$ cat config.mk
export PLATFORM = sky130hd
export DESIGN_NAME = mul_div_sequencer
export DESIGN_NICKNAME = d
export VERILOG_FILES = /design/src/rtl/mul_div_sequencer.sv
export SDC_FILE = /design/constraint.sdc
export NUM_CORES = 1
export LEC_CHECK = 0
export BUFFER_PORTS_ARGS = -buffer_cell sky130_fd_sc_hd__buf_2
export CORE_MARGIN = 5
export CORE_UTILIZATION = 50
export CTS_BUF_LIST = sky130_fd_sc_hd__clkbuf_8
export CTS_CLUSTER_DIAMETER = 150
export DETAILED_ROUTE_END_ITERATION = 6
export GPL_ROUTABILITY_DRIVEN = 0
export PLACE_DENSITY = 0.73
export RECOVER_POWER = 100
export SLEW_MARGIN = 20
export SYNTH_ARGS = -nofsm -noshare
export SYNTH_HDL_FRONTEND = slang
export SYNTH_SLANG_ARGS = --single-unit
$ cat constraint.sdc
create_clock -name clk -period 16.1 [get_ports clk]
set_clock_uncertainty 0.1 [all_clocks]
set_input_delay 4.83 -clock clk [delete_from_list [all_inputs] [get_ports clk]]
set_output_delay 4.83 -clock clk [all_outputs]
set_load 0.02 [all_outputs]
$ cat src/rtl/mul_div_sequencer.sv
// Iterative unsigned multiply/divide sequencer.
// A single shared add/sub/pass stage is driven once per cycle; a multiply yields a
// 2*WIDTH-bit product and a divide yields quotient/remainder, each over WIDTH iterations.
module mul_div_sequencer #(
  parameter int unsigned WIDTH  = 32,
  parameter int unsigned ITER_W = 6
) (
  input  logic             clk,
  input  logic             rst,
  input  logic             inp_start,
  input  logic             inp_op,
  input  logic [WIDTH-1:0] inp_a,
  input  logic [WIDTH-1:0] inp_b,
  output logic             out_busy,
  output logic             out_done,
  output logic [WIDTH-1:0] out_hi,
  output logic [WIDTH-1:0] out_lo,
  output logic             out_div_by_zero,
  output logic [1:0]       out_addsub_ctrl
);

  typedef enum logic [1:0] {StIdle, StMul, StDiv, StDone} state_e;

  localparam logic [1:0]        CtrlPass = 2'd0;
  localparam logic [1:0]        CtrlAdd  = 2'd1;
  localparam logic [1:0]        CtrlSub  = 2'd2;
  localparam logic [ITER_W-1:0] LastIter = ITER_W'(WIDTH - 1);

  state_e              state_q;
  logic [WIDTH-1:0]    hi_q;
  logic [WIDTH-1:0]    lo_q;
  logic [WIDTH-1:0]    operand_q;  // multiplicand or divisor
  logic [ITER_W-1:0]   count_q;
  logic                dbz_q;

  logic [1:0]          ctrl;
  logic [WIDTH:0]      stage_x;
  logic [WIDTH:0]      stage_y;
  logic [WIDTH:0]      stage_res;

  // Control code for the shared stage: add on a set multiplier bit, subtract while dividing.
  always_comb begin
    ctrl = CtrlPass;
    case (state_q)
      StMul:   ctrl = lo_q[0] ? CtrlAdd : CtrlPass;
      StDiv:   ctrl = CtrlSub;
      default: ctrl = CtrlPass;
    endcase
  end

  // Stage operands: divide shifts the next dividend bit into the partial remainder.
  always_comb begin
    stage_x = {1'b0, hi_q};
    stage_y = {1'b0, operand_q};
    if (state_q == StDiv) begin
      stage_x = {hi_q, lo_q[WIDTH-1]};
    end
  end

  // Shared WIDTH+1 bit add/sub/pass stage; bit WIDTH is carry (add) or borrow (sub).
  always_comb begin
    case (ctrl)
      CtrlAdd: stage_res = stage_x + stage_y;
      CtrlSub: stage_res = stage_x - stage_y;
      default: stage_res = stage_x;
    endcase
  end

  // Sequencer FSM and datapath registers.
  always_ff @(posedge clk or posedge rst) begin
    if (rst) begin
      state_q   <= StIdle;
      hi_q      <= '0;
      lo_q      <= '0;
      operand_q <= '0;
      count_q   <= '0;
      dbz_q     <= 1'b0;
    end else begin
      case (state_q)
        StIdle: begin
          if (inp_start) begin
            count_q <= '0;
            dbz_q   <= 1'b0;
            if (!inp_op) begin
              operand_q <= inp_a;
              hi_q      <= '0;
              lo_q      <= inp_b;
              state_q   <= StMul;
            end else if (inp_b == '0) begin
              hi_q    <= inp_a;
              lo_q    <= '1;
              dbz_q   <= 1'b1;
              state_q <= StDone;
            end else begin
              operand_q <= inp_b;
              hi_q      <= '0;
              lo_q      <= inp_a;
              state_q   <= StDiv;
            end
          end
        end
        StMul: begin
          // Carry is kept: {hi,lo} <= {carry, sum, lo >> 1}.
          hi_q    <= stage_res[WIDTH:1];
          lo_q    <= {stage_res[0], lo_q[WIDTH-1:1]};
          count_q <= count_q + ITER_W'(1);
          if (count_q == LastIter) begin
            state_q <= StDone;
          end
        end
        StDiv: begin
          // Restoring step: keep the difference only if it did not borrow.
          if (!stage_res[WIDTH]) begin
            hi_q <= stage_res[WIDTH-1:0];
            lo_q <= {lo_q[WIDTH-2:0], 1'b1};
          end else begin
            hi_q <= stage_x[WIDTH-1:0];
            lo_q <= {lo_q[WIDTH-2:0], 1'b0};
          end
          count_q <= count_q + ITER_W'(1);
          if (count_q == LastIter) begin
            state_q <= StDone;
          end
        end
        StDone: begin
          state_q <= StIdle;
        end
        default: begin
          state_q <= StIdle;
        end
      endcase
    end
  end

  assign out_busy        = (state_q != StIdle);
  assign out_done        = (state_q == StDone);
  assign out_hi          = hi_q;
  assign out_lo          = lo_q;
  assign out_div_by_zero = dbz_q;
  assign out_addsub_ctrl = ctrl;

endmodule

==> reports/results.txt <==
Status - finished, violations left
Failing checks - capacitance limit, slew limit
Congestion Overflow GR - 0
Largest stage delay on the critical path - 2.59 ns
Sink Count - 105
Crit path max-delay cell type - clkbuf_1
DR iter-0 viols - 996
Crit-path leading delay family - buffers and inverters
Pins Over Slew Limit - 379
DRC - 0
Total routed wirelength - 30.1 mm
# diodes - 0
Setup Fix Bufs, Post-CTS - 0
Area Growth Syn to Fin - 8.90%
Largest net degree at the start of global routing - 76
CP startpoint - inp_op
Starting Density - 50.9%
Port buffer count - 136
Dpl hpwl - 22.3 mm
Layout Nets - 1363
Syn_area_per_cell - 7.81 µm²
Worst-path cell chain - buf_2 -> clkbuf_1 -> nand2_1 -> nand3_1 -> clkbuf_1 -> o21ai_0
Share of cells above drive strength 1 - 10.3%
H-Tree Depth - 3
CP Capture Type - flip-flop
Period minus WS final - 10.46 ns
Ys async rst share - 100%
Overall Global Routing Usage - 27.0%
Vias after detailed routing - 9575
Initial antenna violation count - 0
Vias in the first global route - 8731
CTS tree - done
Register area - 2630 µm²
Met1 wire length - 13.3 mm
Horiz. Die Dim - 145 µm
Synth Register Bits - 105
Die Y-Extent - 145 µm
Crit share post-route - 65.0%
Syn Std Cell Area - 9170 µm²
Antenna Nets Post-Route - 0
Placed cell count - 1472
Detailed Routing Iterations Pass 1 - 5
Routed wl met2 - 13.3 mm
Max Clk Rate - 95.6 MHz
Most common cell on crit path - clkbuf_1
Io pins - 137
Yosys cell types - 66
Area of the multi-input gates - 6100 µm²
Clock tree root driver cell - clkbuf_8
WP buf/inv - 3
RSZ-0062 raised after global routing - false
Hold wc startpoint - out_div_by_zero
Non-Filler Instances - 1487
Most frequent cells in the layout - nor2_1, a21oi_1, nand2_1
Reg2reg start - state_q[0]
CTS Buf Count - 9
Top Metal Used - met4
PostCTS Resize Cnt - 0
Mapped Cells - 1174
Total die area - 21100 µm²
Final Hold Viols - 0
Syn_nets - 1283
Final Setup Violations - 0
Max FO, Critical Path - 67
Worst hold path type - reg2reg
Post-synth EDFFs - 0
Sequential fraction of the synthesis area - 28.7%
Worst slew pin tran - 4.34 ns
Setup_tns - 0 ns
First-pass GRT wire length - 47.4 mm
Yosys Warn Count - 0
Clk slew on worst S/H paths - 0.10 ns
Core area - 18000 µm²
Clk buf depth - 2
Main synth FF type - dfrtp_1
Hold buffers post-CTS - 0
Worst path required time - 16.19 ns
DR WL/cell - 20.2 µm
Vias per Instance - 6.44
Crit path kind - in2reg
Relative slew slack - -189%
Clk Latency, worst-skew pair - 0.39 ns
Max Cap Viol - 7
Commonest non-fill, non-tap cell in the layout - nor2_1
Worst EP arrival - 10.55 ns
CP startpoint kind - input port
Fill count - 1758
Core Rows - 49
Met3 routed WL - 2.74 mm
state kept, by name, summed over array words and instances (netlist names):
register and cells:
operand_q 32, out_hi 32, out_lo 32, count_q 6, state_q 2, out_div_by_zero 1
final timing paths:
path,endpoint,slack [ns],cells after the start
worst max-delay path,operand_q[6],5.64,6
worst min-delay path,out_div_by_zero,0.40,2
worst max register to register,out_hi[5],8.43,16
worst min register to register,out_div_by_zero,0.40,2
max in group asynchronous,out_hi[21],6.61,3
min in group asynchronous,out_lo[7],4.62,2
cells by family after synthesis:
family                   Yosys count  synth area share, %
buffers and inverters            110                 4.95
AND/OR/NAND/NOR                  426                 20.5
AO/OA/AOI/OAI                    344                 24.4
XOR/XNOR                          61                 5.83
flip-flops                       105                 28.7
adder cells (fa/ha/maj)           41                 5.68
multiplexers                      87                 9.95
layout make-up:
cell class | instances | share of cell area [%]
clock buffers | 9 | 1.24
clock inverters | 6 | 0.627
inverters | 29 | 1.10
multi-input cells | 959 | 61.1
flip-flops and latches | 105 | 26.3
well taps | 229 | 2.87
repair buffers | 150 | 6.74
through the flow:
| step | setup WS, ns | cell area, µm² | util, % | hold WS (ns) |
|---|---|---|---|---|
| after detailed placement | 8.80 | 9930 | 55.1 | 0.377 |
| after global routing | 5.19 | 9980 | 55.4 | 0.458 |
| after floorplan | 8.41 | 9170 | - | 0.383 |
| after CTS | 9.20 | 10100 | 56.1 | 0.400 |
| after global placement | 8.83 | 9930 | 55.1 | 0.379 |
| final | 5.64 | 9980 | 55.4 | 0.403 |
worst min-delay path: stages (launching register included):
cell,delay [ns]
dfrtp_1,0.36
nand2_1,0.05
o21ai_0,0.06
layer usage:
layer,vias to the layer above,global-route usage [%]
li1,4457,-
met1,4524,40.2
met2,526,41.0
met3,68,4.42
met4,0,6.76
met5,-,0
cells in the mapped netlist, drive strengths merged, types with 17 or more instances:
cell	number	area (µm²)
xor2	17	149
o21ai	75	375
mux2	30	342
clkbuf	65	246
ha	40	500
a21oi	107	536
nand3	19	95.1
a221oi	58	508
xnor2	44	385
dfrtp	105	2630
nand2	106	398
nor3	55	280
inv	29	109
nor2	181	687
mux2i	57	571
Power is not shown: default switching activity piles up to over one toggle a cycle in this logic, so the estimate is an artifact.
